--- src/rtl/nios_system_sysid_ext_if.sv ---
// Avalon-MM slave bus bundle for the system ID block: request signals from
// the interconnect master and the registered read response.
interface nios_system_sysid_ext_if #(
  parameter int ADDR_W = 3
);
  logic [ADDR_W-1:0] address;
  logic              read;
  logic              write;
  logic [31:0]       writedata;
  logic [3:0]        byteenable;
  logic [31:0]       readdata;
  logic              readdatavalid;

  modport master (
    output address, read, write, writedata, byteenable,
    input  readdata, readdatavalid
  );

  modport slave (
    input  address, read, write, writedata, byteenable,
    output readdata, readdatavalid
  );
endinterface

--- src/rtl/nios_system_sysid_ext.sv ---
// System ID slave: ID, timestamp, caps, scratch registers, and (when
// SYSID_UPTIME_EN is defined) a 64-bit uptime counter with HI snapshot and CONTROL.
module nios_system_sysid_ext #(
  parameter logic [31:0] SYSTEM_ID   = 32'h5556_5A7A,
  parameter logic [31:0] TIMESTAMP   = 32'h0000_0000,
  parameter logic [15:0] VERSION     = 16'h0001,
  parameter int          NUM_SCRATCH = 2,
  parameter int          ADDR_W      = 3
) (
  input  logic                   clock,
  input  logic                   reset_n,
  nios_system_sysid_ext_if.slave bus
);

  localparam int NUM_SLOTS = (NUM_SCRATCH > 0) ? NUM_SCRATCH : 1;

  localparam logic [ADDR_W-1:0] A_ID   = ADDR_W'(0);
  localparam logic [ADDR_W-1:0] A_TS   = ADDR_W'(1);
  localparam logic [ADDR_W-1:0] A_CAPS = ADDR_W'(2);
  localparam logic [ADDR_W-1:0] A_SCR0 = ADDR_W'(6);

  logic [31:0]       r_rdata;
  logic              r_rvalid;
  logic [31:0]       r_scratch [NUM_SLOTS];
  logic [31:0]       w_rdata;
  logic              w_wr_en;
  logic              w_scr_sel;
  logic [ADDR_W-1:0] w_scr_off;
  logic              w_uptime_en;

  // A simultaneous read wins; the write in that cycle is dropped.
  assign w_wr_en   = bus.write & ~bus.read;
  assign w_scr_sel = (bus.address >= A_SCR0);
  assign w_scr_off = bus.address - A_SCR0;

`ifdef SYSID_UPTIME_EN
  localparam logic [ADDR_W-1:0] A_LO   = ADDR_W'(3);
  localparam logic [ADDR_W-1:0] A_HI   = ADDR_W'(4);
  localparam logic [ADDR_W-1:0] A_CTRL = ADDR_W'(5);

  logic [63:0] r_uptime;
  logic [31:0] r_uptime_hi;
  logic        r_freeze;
  logic        w_ctrl_wr;
  logic        w_lo_rd;

  assign w_uptime_en = 1'b1;
  assign w_ctrl_wr   = w_wr_en & (bus.address == A_CTRL) & bus.byteenable[0];
  assign w_lo_rd     = bus.read & (bus.address == A_LO);

  // Uptime counter, freeze bit and HI snapshot; CLR beats freeze and increment.
  always_ff @(posedge clock or negedge reset_n) begin
    if (!reset_n) begin
      r_uptime    <= 64'h0;
      r_uptime_hi <= 32'h0;
      r_freeze    <= 1'b0;
    end else begin
      if (w_ctrl_wr && bus.writedata[0]) begin
        r_uptime <= 64'h0;
      end else if (!r_freeze) begin
        r_uptime <= r_uptime + 64'h1;
      end
      if (w_ctrl_wr) begin
        r_freeze <= bus.writedata[1];
      end
      if (w_lo_rd) begin
        r_uptime_hi <= r_uptime[63:32];
      end
    end
  end
`else
  assign w_uptime_en = 1'b0;
`endif

  // Scratch registers with per-byte write enables.
  always_ff @(posedge clock or negedge reset_n) begin
    if (!reset_n) begin
      for (int i = 0; i < NUM_SLOTS; i++) begin
        r_scratch[i] <= 32'h0;
      end
    end else begin
      for (int i = 0; i < NUM_SCRATCH; i++) begin
        if (w_wr_en && w_scr_sel && (w_scr_off == ADDR_W'(i))) begin
          for (int b = 0; b < 4; b++) begin
            if (bus.byteenable[b]) begin
              r_scratch[i][8*b +: 8] <= bus.writedata[8*b +: 8];
            end
          end
        end
      end
    end
  end

  // Read data selection; anything not decoded returns zero.
  always_comb begin
    w_rdata = 32'h0;
    case (bus.address)
      A_ID:    w_rdata = SYSTEM_ID;
      A_TS:    w_rdata = TIMESTAMP;
      A_CAPS:  w_rdata = {VERSION, 8'(NUM_SCRATCH), 7'h00, w_uptime_en};
`ifdef SYSID_UPTIME_EN
      A_LO:    w_rdata = r_uptime[31:0];
      A_HI:    w_rdata = r_uptime_hi;
      A_CTRL:  w_rdata = {30'h0, r_freeze, 1'b0};
`endif
      default: begin
        for (int i = 0; i < NUM_SCRATCH; i++) begin
          if (w_scr_sel && (w_scr_off == ADDR_W'(i))) begin
            w_rdata = r_scratch[i];
          end else begin
            w_rdata = w_rdata;
          end
        end
      end
    endcase
  end

  // Registered read response, one cycle after the strobe.
  always_ff @(posedge clock or negedge reset_n) begin
    if (!reset_n) begin
      r_rdata  <= 32'h0;
      r_rvalid <= 1'b0;
    end else begin
      r_rvalid <= bus.read;
      if (bus.read) begin
        r_rdata <= w_rdata;
      end
    end
  end

  assign bus.readdata      = r_rdata;
  assign bus.readdatavalid = r_rvalid;

endmodule

--- src/flat_wrapper.sv ---
// flat-port wrapper written by rule: the top's interface ports become plain ports
module nios_system_sysid_ext_flat 
#(
  parameter logic [31:0] SYSTEM_ID   = 32'h5556_5A7A,
  parameter logic [31:0] TIMESTAMP   = 32'h0000_0000,
  parameter logic [15:0] VERSION     = 16'h0001,
  parameter int          NUM_SCRATCH = 2,
  parameter int          ADDR_W      = 3
)
  (clock, reset_n, bus_address, bus_read, bus_write, bus_writedata, bus_byteenable, bus_readdata, bus_readdatavalid);
  nios_system_sysid_ext_if #(.ADDR_W(ADDR_W)) bus_i ();
  input  logic clock;
  input  logic reset_n;
  input wire logic [$bits(bus_i.address)-1:0] bus_address;
  input wire logic [$bits(bus_i.read)-1:0] bus_read;
  input wire logic [$bits(bus_i.write)-1:0] bus_write;
  input wire logic [$bits(bus_i.writedata)-1:0] bus_writedata;
  input wire logic [$bits(bus_i.byteenable)-1:0] bus_byteenable;
  output wire logic [$bits(bus_i.readdata)-1:0] bus_readdata;
  output wire logic [$bits(bus_i.readdatavalid)-1:0] bus_readdatavalid;
  assign bus_i.address = bus_address;
  assign bus_i.read = bus_read;
  assign bus_i.write = bus_write;
  assign bus_i.writedata = bus_writedata;
  assign bus_i.byteenable = bus_byteenable;
  assign bus_readdata = bus_i.readdata;
  assign bus_readdatavalid = bus_i.readdatavalid;
  nios_system_sysid_ext #(.SYSTEM_ID(SYSTEM_ID), .TIMESTAMP(TIMESTAMP), .VERSION(VERSION), .NUM_SCRATCH(NUM_SCRATCH), .ADDR_W(ADDR_W)) u_core (.clock(clock), .reset_n(reset_n), .bus(bus_i));
endmodule
--- config.mk ---
export PLATFORM = sky130hd
export DESIGN_NAME = nios_system_sysid_ext_flat
export DESIGN_NICKNAME = d
export VERILOG_FILES = /design/src/rtl/nios_system_sysid_ext_if.sv /design/src/rtl/nios_system_sysid_ext.sv /design/src/flat_wrapper.sv
export SDC_FILE = /design/constraint.sdc
export NUM_CORES = 1
export LEC_CHECK = 0
export BUFFER_PORTS_ARGS = -buffer_cell sky130_fd_sc_hd__buf_2
export CAP_MARGIN = 20
export CORE_MARGIN = 2
export CORE_UTILIZATION = 45
export CTS_CLUSTER_DIAMETER = 150
export CTS_CLUSTER_SIZE = 12
export DETAILED_ROUTE_END_ITERATION = 7
export GPL_ROUTABILITY_DRIVEN = 0
export PLACE_DENSITY = 0.7
export SYNTH_ARGS = -nofsm -noshare
export SYNTH_HDL_FRONTEND = slang
export SYNTH_SLANG_ARGS = --single-unit
--- constraint.sdc ---
create_clock -name clock -period 1.37 [get_ports clock]
set_clock_uncertainty 0.1 [all_clocks]
set_input_delay 0 -clock clock [delete_from_list [all_inputs] [get_ports clock]]
set_output_delay 0 -clock clock [all_outputs]
set_load 0.1 [all_outputs]
==> results.toml, run 1 <==
[clocking]
cts_setup_buffers = 0
cts.path.max_buffers = 2
cts_made_buffers = 9
clkSinkCount = 97
htree_levels = 3
cts-root-buf = "clkbuf_8"
clk_pin_slew_ns = 0.08
cts_tree = "built"
insertion_delay_ns = 0.35

[finish]
final_common_cell = "dfrtp_1"
diodes = 0
areaGrowthSynthToFinish_pct = 40.5
drive_gt1_share_pct = 49.4
mostFrequentLayoutCells = "dfrtp_1 (82), buf_2 (72), mux2_4 (40)"
fin_nets = 464

[setup_path]
reg2reg_depth = 2
cp_data_arrival_time_ns = 1.53
slowest_stage = "or3b_4"
crit_path_end_kind = "register"
timing.rr.start = "u_core.bus.readdata[9]$_DFFE_PN0P_"
cpPeakStageDelay_ns = 0.40
crit_fanout = 8
worstPathCellList = "buf_8, ha_4, or3b_4, buf_6, nor3_4, buf_12, mux2_4"
r2r-end = "u_core.bus.readdata[9]$_DFFE_PN0P_"
r2r_slack_ns = 0.31
critPathKind = "input port to register"
cp_data_required_time_ns = 1.51
crit_path_start_kind = "input port"

[global_routing]
grt_pass1_wl_mm = 15.5
grt_pass1_vias = 3120
grt_max_degree = 42
grt_use_total_pct = 20.0
antenna_found_initial = 0
grt_remaining_overflow = 0

[route]
drc = 0
postRouteAntennaNets = 0
wire_per_inst_um = 17.4
dr.pass1.iters = 4
routed_wl_mm = 9.26
initialDrtViolationCount = 86
via_per_inst = 5.32
dr_total_vias = 2838

[sta]
layout_setup_ws_ns = -0.0199
hold_viol_final = 0
max_slew_margin_pct = 47.7
max_freq_ghz = 0.719
worst_pin_slew_ns = 0.781
drv_slew = 0
rsz0062_at_grt = "yes"
post-route-period-util_pct = 101
fin_crit_ns = 1.39
finalSetupViolations = 16
setup_tns_ns = -0.216

[die]
dieArea_um2 = 9620
ios = 76
initial_utilization_pct = 46.1
die_w_um = 98.1
core_area_um2 = 8640
fp.dieH_um = 98.1
row_count = 34

[logic_synthesis]
syn_area_per_cell_um2 = 14.1
synth.distinct_cells = 23
ys_warn_count = 0
synth-edff-count = 0
syn_area_um2 = 3980
async_flop_share_pct = 100
dominantRegCellSynth = "dfrtp_1"
syn_nets = 327
synth_seq_area_share_pct = 61.0
ys_ff_latch = 97
syn_inst = 283

[place]
io_buffers = 75
hpwl_mm = 6.01

[pwr]
power_density_nw_per_um2 = 1160
ir_drop_v = 0.000683
power.total_w = 0.00650
leakage_nw = 2.70

[status]
status = "complete, but fails checks"
violations = "negative setup slack"

[hold_path]
hold_path.class = "input port to register"
hold_path_end = "u_core.bus.readdata[1]$_DFFE_PN0P_"
holdPathStages = 4
hold_path_startpoint = "bus_address[2]"

[flow_run]
maxCapViolations = 0
-- how the worst max path moves through the flow --
| stage | endpoint | startpoint | slack (ns) |
|---|---|---|---|
| 3_3_place_gp | u_core.r_scratch[39]$_DFFE_PN0P_ | bus_address[1] | -0.36 |
| 4_1_cts | u_core.r_scratch[63]$_DFFE_PN0P_ | bus_address[1] | -0.02 |
| 5_1_grt | u_core.r_scratch[37]$_DFFE_PN0P_ | bus_address[2] | -0.04 |
| 6_report | u_core.r_scratch[37]$_DFFE_PN0P_ | bus_address[2] | -0.02 |
| 3_5_place_dp | u_core.r_scratch[63]$_DFFE_PN0P_ | bus_address[1] | -0.39 |
| 2_1_floorplan | u_core.r_scratch[40]$_DFFE_PN0P_ | bus_address[1] | -0.27 |
-- routing by layer --
layer / vias to the layer above / wire (um) / GRT usage [%]
met4: 0 / 30 / 4.59
met5: - / 0 / 0
met2: 83 / 4500 / 32.5
met1: 1443 / 4190 / 27.1
li1: 1305 / - / -
met3: 7 / 536 / 5.15
-- layout make-up --
type	count	area, um2
fillers	689	3040
flip-flops and latches	97	2450
multi-input cells	155	1630
repair buffers	139	1110
well taps	108	135
clock buffers	11	131
clock inverters	5	81.3
inverters	18	67.6
-- state kept, by name (all words and copies together), names as in the netlist --
name / flops
u_core.bus.readdatavalid: 1
u_core.r_scratch: 64
u_core.bus.readdata: 32
-- stage by stage --
stage | setup slack [ns] | cell area, um2 | util [%] | cells | hold WS [ns]
global placement | -0.364 | 4970 | 57.5 | 482 | -0.196
CTS | -0.0159 | 5530 | 64.1 | 533 | 0.0522
global route | -0.0377 | 5600 | 64.8 | 533 | 0.0418
finish | -0.0199 | 5600 | 64.8 | 533 | 0.0124
floorplan | -0.269 | 4190 | - | 283 | -0.396
detailed placement | -0.391 | 4970 | 57.5 | 482 | -0.193
-- synth_stat cells, drive strengths merged, types with 3 or more instances --
library cell | n | area [um2]
dfrtp | 97 | 2430
mux2 | 64 | 721
a221o | 31 | 310
inv | 18 | 67.6
o21ai | 18 | 90.1
nor2b | 14 | 87.6
clkbuf | 8 | 30.0
nor2 | 7 | 26.3
buf | 5 | 25.0
nand3b | 4 | 30.0
nor3 | 4 | 65.1
nand2 | 3 | 11.3
-- kinds of logic (layout without fill, tap and decap cells) --
| kind of cell | Yosys count | count (layout) | share of synthesized area, % |
|---|---|---|---|
| AO/OA/AOI/OAI | 53 | 53 | 10.9 |
| AND/OR/NAND/NOR | 36 | 36 | 6.41 |
| XOR/XNOR | 1 | 1 | 0.220 |
| multiplexers | 64 | 64 | 18.1 |
| adder cells (fa/ha/maj) | 1 | 1 | 0.314 |
| buffers and inverters | 31 | 173 | 3.08 |
| flip-flops | 97 | 97 | 61.0 |
-- worst max-delay path, delay by kind of cell --
family | cells | cell delay [ns]
adders and majority gates | 1 | 0.22
muxes | 1 | 0.30
buffers and inverters | 3 | 0.40
and+or+nand+nor | 2 | 0.59
-- repair_timing --
item | 4_1_cts | 5_1_grt
endpoints found under the hold margin | 162 | 0
hold buffers | 35 | 0
pin swaps | 0 | 4
gates cloned | 0 | 0
setup endpoints to repair | 3 | 29
gates resized for setup | 0 | 18
-- where the power goes --
part / leakage [nW] / internal, W / total [W] / switching (W)
Combinational: 1.31 / 0.000544 / 0.00119 / 0.000642
Sequential: 1.28 / 0.00316 / 0.00333 / 0.000172
Clock: 0.104 / 0.00103 / 0.00198 / 0.000946
Total: 2.70 / 0.00474 / 0.00650 / 0.00176
No activity file was read; power rests on OpenSTA's default activity.
==> run 2: changes to the inputs <==
--- a/config.mk
+++ b/config.mk
@@ -9,6 +9,7 @@
 export CAP_MARGIN = 20
 export CORE_MARGIN = 2
 export CORE_UTILIZATION = 45
+export CTS_BUF_LIST = sky130_fd_sc_hd__clkbuf_8 sky130_fd_sc_hd__clkbuf_16
 export CTS_CLUSTER_DIAMETER = 150
 export CTS_CLUSTER_SIZE = 12
 export DETAILED_ROUTE_END_ITERATION = 7
==> run 2 against run 1 <==
  * The run still ends with negative setup slack left
  * Cell count unchanged
  * Sequential share of layout area unchanged
  * Hold slack hardly changed
  * Global-route usage is the same
  * Critical path depth stayed put
  * Sequential power about the same
  * Final area unchanged
  * Critical endpoint unchanged
==> results.toml, run 2 (synthesized netlist as in run 1, its figures left out) <==
[status]
status = "complete, but fails checks"
violations = "negative setup slack"

[route]
drc = 0
routed_wl_mm = 9.24
postRouteAntennaNets = 0
dr_total_vias = 2849
initialDrtViolationCount = 86
dr.pass1.iters = 4
wire_per_inst_um = 17.3
via_per_inst = 5.35

[die]
fp.dieH_um = 98.1
dieArea_um2 = 9620
core_area_um2 = 8640
die_w_um = 98.1
row_count = 34
ios = 76
initial_utilization_pct = 46.1

[setup_path]
timing.rr.start = "u_core.bus.readdata[9]$_DFFE_PN0P_"
cpPeakStageDelay_ns = 0.40
cp_data_required_time_ns = 1.51
crit_fanout = 8
critical_path_buf_inv_count = 3
r2r_slack_ns = 0.31
cp_top_family = "simple AND/OR/NAND/NOR gates"
crit_path_end_kind = "register"
crit_path_start_kind = "input port"
reg2reg_depth = 2
slowest_stage = "or3b_4"
cp_data_arrival_time_ns = 1.53
worstPathCellList = "buf_8, ha_4, or3b_4, buf_6, nor3_4, buf_12, mux2_4"
r2r-end = "u_core.bus.readdata[9]$_DFFE_PN0P_"
critPathKind = "input port to register"

[global_routing]
grt_use_total_pct = 20.0
grt_max_degree = 42
grt_remaining_overflow = 0
antenna_found_initial = 0
grt_pass1_wl_mm = 15.5
grt_pass1_vias = 3120

[sta]
fin_crit_ns = 1.39
layout_setup_ws_ns = -0.0194
finalSetupViolations = 16
max_slew_margin_pct = 47.9
post-route-period-util_pct = 101
max_freq_ghz = 0.720
rsz0062_at_grt = "yes"
drv_slew = 0
hold_viol_final = 0
worst_pin_slew_ns = 0.779

[clocking]
cts.path.max_buffers = 2
cts_made_buffers = 9
cts_tree = "built"
clkSinkCount = 97
clk_pin_slew_ns = 0.08
htree_levels = 3
cts-root-buf = "clkbuf_8"
insertion_delay_ns = 0.35
cts_setup_buffers = 0

[place]
hpwl_mm = 6.01
io_buffers = 75
placed_area_um2 = 4970

[pwr]
comb_power_share_pct = 18.3
clkPwrFrac_pct = 30.4
power.total_w = 0.00649
power_frac_seq_pct = 51.3
intPower_w = 0.00472
ir_drop_v = 0.000690
leakage_nw = 2.71
p_switching_w = 0.00177
p_sw_share_pct = 27.3
power_density_nw_per_um2 = 1160

[finish]
post-route-util_pct = 64.8
multi_input_area_um2 = 1630
fillCellCount = 689
fin_area_um2 = 5600
fin_nets = 464
mostFrequentLayoutCells = "dfrtp_1 (82), buf_2 (72), mux2_4 (40)"
regArea_um2 = 2450
regMostFlops = "u_core.r_scratch"
areaGrowthSynthToFinish_pct = 40.5
drive_gt1_share_pct = 49.4
diodes = 0
final_common_cell = "dfrtp_1"
largest_reg_flops = 64

[hold_path]
holdPathStages = 4
hold_path.class = "input port to register"
hold_path_end = "u_core.bus.readdata[1]$_DFFE_PN0P_"
hold_path_startpoint = "bus_address[2]"

[flow_run]
maxCapViolations = 0
==> run 2: power groups by stage <==
stage	Clock, W	Sequential, W	Combinational (W)
after floorplan	0	0.00367	0.000439
after global placement	0	0.00337	0.00105
after detailed placement	0	0.00338	0.00107
after CTS	0.00202	0.00333	0.00115
after global routing	0.00213	0.00337	0.00127
final	0.00197	0.00333	0.00119
==> run 2: area by class of cell <==
type	instances	area share, %
Clock buffer	9	2.21
Clock inverter	7	1.59
Inverter	18	1.21
Sequential cell	97	43.7
Timing Repair Buffer	139	19.8
Tap cell	108	2.42
Multi-Input combinational cell	155	29.1
==> run 2: tightest hold or removal path, stage by stage <==
cell and delay (ns):
buf_8 0.08, buf_4 0.13, o21ai_0 0.09, a2bb2oi_1 0.12
==> run 2: routing by layer <==
metal	wire length, um	vias up	track usage [%]
met1	4200	1457	27.1
met4	85	0	4.59
li1	-	1305	-
met5	0	-	0
met2	4490	77	32.5
met3	469	10	5.15
==> run 2: worst max-delay path by stage <==
stage,from,end,slack [ns],depth (start not counted)
2_1_floorplan,bus_address[1],u_core.r_scratch[40]$_DFFE_PN0P_,-0.27,5
3_3_place_gp,bus_address[1],u_core.r_scratch[39]$_DFFE_PN0P_,-0.36,7
3_5_place_dp,bus_address[1],u_core.r_scratch[63]$_DFFE_PN0P_,-0.39,7
4_1_cts,bus_address[1],u_core.r_scratch[63]$_DFFE_PN0P_,-0.02,7
5_1_grt,bus_address[2],u_core.r_scratch[37]$_DFFE_PN0P_,-0.04,7
6_report,bus_address[2],u_core.r_scratch[37]$_DFFE_PN0P_,-0.02,7
==> run 2: per-stage QoR <==
stage / hold WS [ns] / worst slack, ns / TNS (ns) / cells
5_1_grt: 0.0418 / -0.0377 / -0.509 / 533
6_report: 0.0121 / -0.0194 / -0.202 / 533
4_1_cts: 0.0522 / -0.0159 / -0.0226 / 533
3_5_place_dp: -0.193 / -0.391 / -24.13 / 482
3_3_place_gp: -0.196 / -0.364 / -23.07 / 482
2_1_floorplan: -0.396 / -0.269 / -16.79 / 283
==> run 2: timing repair <==
item | in CTS | in global routing
hold endpoints to repair | 162 | 0
resized for setup | 0 | 18
pin swaps | 0 | 4
gates cloned | 0 | 0
hold buffers | 35 | 0
setup endpoints to repair | 3 | 29
==> run 3: changes to the inputs <==
--- a/config.mk
+++ b/config.mk
@@ -7,7 +7,6 @@
 export LEC_CHECK = 0
 export BUFFER_PORTS_ARGS = -buffer_cell sky130_fd_sc_hd__buf_2
 export CAP_MARGIN = 20
-export CORE_MARGIN = 2
 export CORE_UTILIZATION = 45
 export CTS_BUF_LIST = sky130_fd_sc_hd__clkbuf_8 sky130_fd_sc_hd__clkbuf_16
 export CTS_CLUSTER_DIAMETER = 150
==> run 3 against run 2 <==
  * Register-to-register slack about the same
  * Largest cell class unchanged
  * Setup slack improved by 0.039 ns
  * Final area decreased by 1.4%
  * Combinational power about the same
  * Hold slack got worse by 0.0044 ns
  * Die area decreased by 4.0%
  * Non-clock buffer count increased by 3
  * Critical path type unchanged
  * Utilization increased by 1.0 points
  * Cell count unchanged
  * Clock power decreased by 15%
  * Critical path depth unchanged
  * The flow now finishes without violations
==> results.toml, run 3 (synthesized netlist as in run 1, its figures left out) <==
[pwr]
ir_drop_v = 0.000634
power_density_nw_per_um2 = 1120
leakage_nw = 2.68

[route]
routed_wl_mm = 9.25
dr.pass1.iters = 5
wire_per_inst_um = 17.4
drc = 0
dr_total_vias = 2846
via_per_inst = 5.34
initialDrtViolationCount = 84
postRouteAntennaNets = 0

[status]
status = "finished clean"

[clocking]
insertion_delay_ns = 0.36
htree_levels = 3
clkSinkCount = 97
cts.path.max_buffers = 2
cts-root-buf = "clkbuf_8"
cts_tree = "built"
clk_pin_slew_ns = 0.09
cts_made_buffers = 9

[finish]
final_common_cell = "dfrtp_1"
largest_reg_flops = 64
fin_area_um2 = 5520
drive_gt1_share_pct = 50.2
areaGrowthSynthToFinish_pct = 38.6
fillCellCount = 670
mostFrequentLayoutCells = "dfrtp_1 (82), buf_2 (72), mux2_4 (37)"
regMostFlops = "u_core.r_scratch"
diodes = 0
fin_nets = 467

[global_routing]
grt_use_total_pct = 21.5
grt_pass1_wl_mm = 14.7
grt_pass1_vias = 2947
grt_remaining_overflow = 0
antenna_found_initial = 0
grt_max_degree = 98

[sta]
drv_slew = 0
max_freq_ghz = 0.740
post-route-period-util_pct = 98.6
hold_viol_final = 0
max_slew_margin_pct = 66.2
finalSetupViolations = 0
worst_pin_slew_ns = 0.508
setup_tns_ns = 0
rsz0062_at_grt = "no"
fin_crit_ns = 1.35

[setup_path]
critPathKind = "input port to register"
cp_data_arrival_time_ns = 1.50
reg2reg_depth = 2
cp_data_required_time_ns = 1.52
crit_fanout = 8
crit_path_end_kind = "register"
r2r_slack_ns = 0.32
crit_path_start_kind = "input port"

[flow_run]
maxCapViolations = 0

[hold_path]
holdPathStages = 4
hold_path.class = "input port to register"

[die]
ios = 76
die_w_um = 96.1
fp.dieH_um = 96.1
row_count = 33
core_area_um2 = 8380
dieArea_um2 = 9230
initial_utilization_pct = 47.5

[place]
placed_area_um2 = 4940
io_buffers = 75
hpwl_mm = 5.99
==> run 3: per-layer routing <==
| layer | GRT usage, % | part of all wire (%) | up-vias |
|---|---|---|---|
| li1 | - | - | 1313 |
| met1 | 27.9 | 45 | 1458 |
| met2 | 36.5 | 50 | 66 |
| met3 | 5.21 | 4.3 | 9 |
| met4 | 4.98 | 1.0 | 0 |
| met5 | 0 | 0 | - |
==> run 3: path summary, 6_finish.rpt <==
check,startpoint,end
min reg2reg,u_core.r_scratch[61]$_DFFE_PN0P_,u_core.bus.readdata[29]$_DFFE_PN0P_
max in group asynchronous,reset_n,u_core.bus.readdata[10]$_DFFE_PN0P_
min,bus_address[2],u_core.bus.readdata[1]$_DFFE_PN0P_
max reg2reg,u_core.bus.readdata[9]$_DFFE_PN0P_,u_core.bus.readdata[9]$_DFFE_PN0P_
min in group asynchronous,reset_n,u_core.r_scratch[27]$_DFFE_PN0P_
max,bus_address[1],u_core.r_scratch[46]$_DFFE_PN0P_
==> run 3: worst max-delay path, cell delays in order <==
cell	delay, ns
buf_6	0.10
ha_4	0.23
or3b_4	0.39
buf_6	0.14
nor3_4	0.16
buf_12	0.17
mux2_4	0.30
==> run 3: through the flow <==
| stage | total power [W] | hold slack, ns | utilization [%] | setup WS [ns] | instances |
|---|---|---|---|---|---|
| floorplan | 0.00410 | -0.396 | - | -0.269 | 283 |
| global placement | 0.00441 | -0.00632 | 58.9 | -0.380 | 482 |
| detailed placement | 0.00444 | -0.00435 | 58.9 | -0.406 | 482 |
| CTS | 0.00619 | 0.0410 | 65.4 | -0.00258 | 533 |
| global route | 0.00642 | 0.0196 | 65.8 | 0.000169 | 533 |
| finish | 0.00617 | 0.00763 | 65.8 | 0.0191 | 533 |
==> run 3: layout make-up <==
type	instances	area (um2)	share of cell area, %
sequential	97	2450	44.3
clock inverter	7	46.3	0.839
clock buffer	9	124	2.25
tap	105	131	2.38
multi-input combinational	155	1620	29.3
inverter	18	67.6	1.22
timing repair buffer	142	1080	19.6
==> run 3: report_power, final <==
group,internal (W),switching (W)
Combinational,0.000529,0.000640
Sequential,0.00316,0.000167
Clock,0.000660,0.00101
Total,0.00435,0.00182
==> run 3: timing repair <==
action	in CTS	in global routing
hold buffers	35	0
pin swaps	1	1
resized for setup	6	11
hold endpoints to repair	163	0
setup endpoints to repair	15	32
buffers inserted	0	0
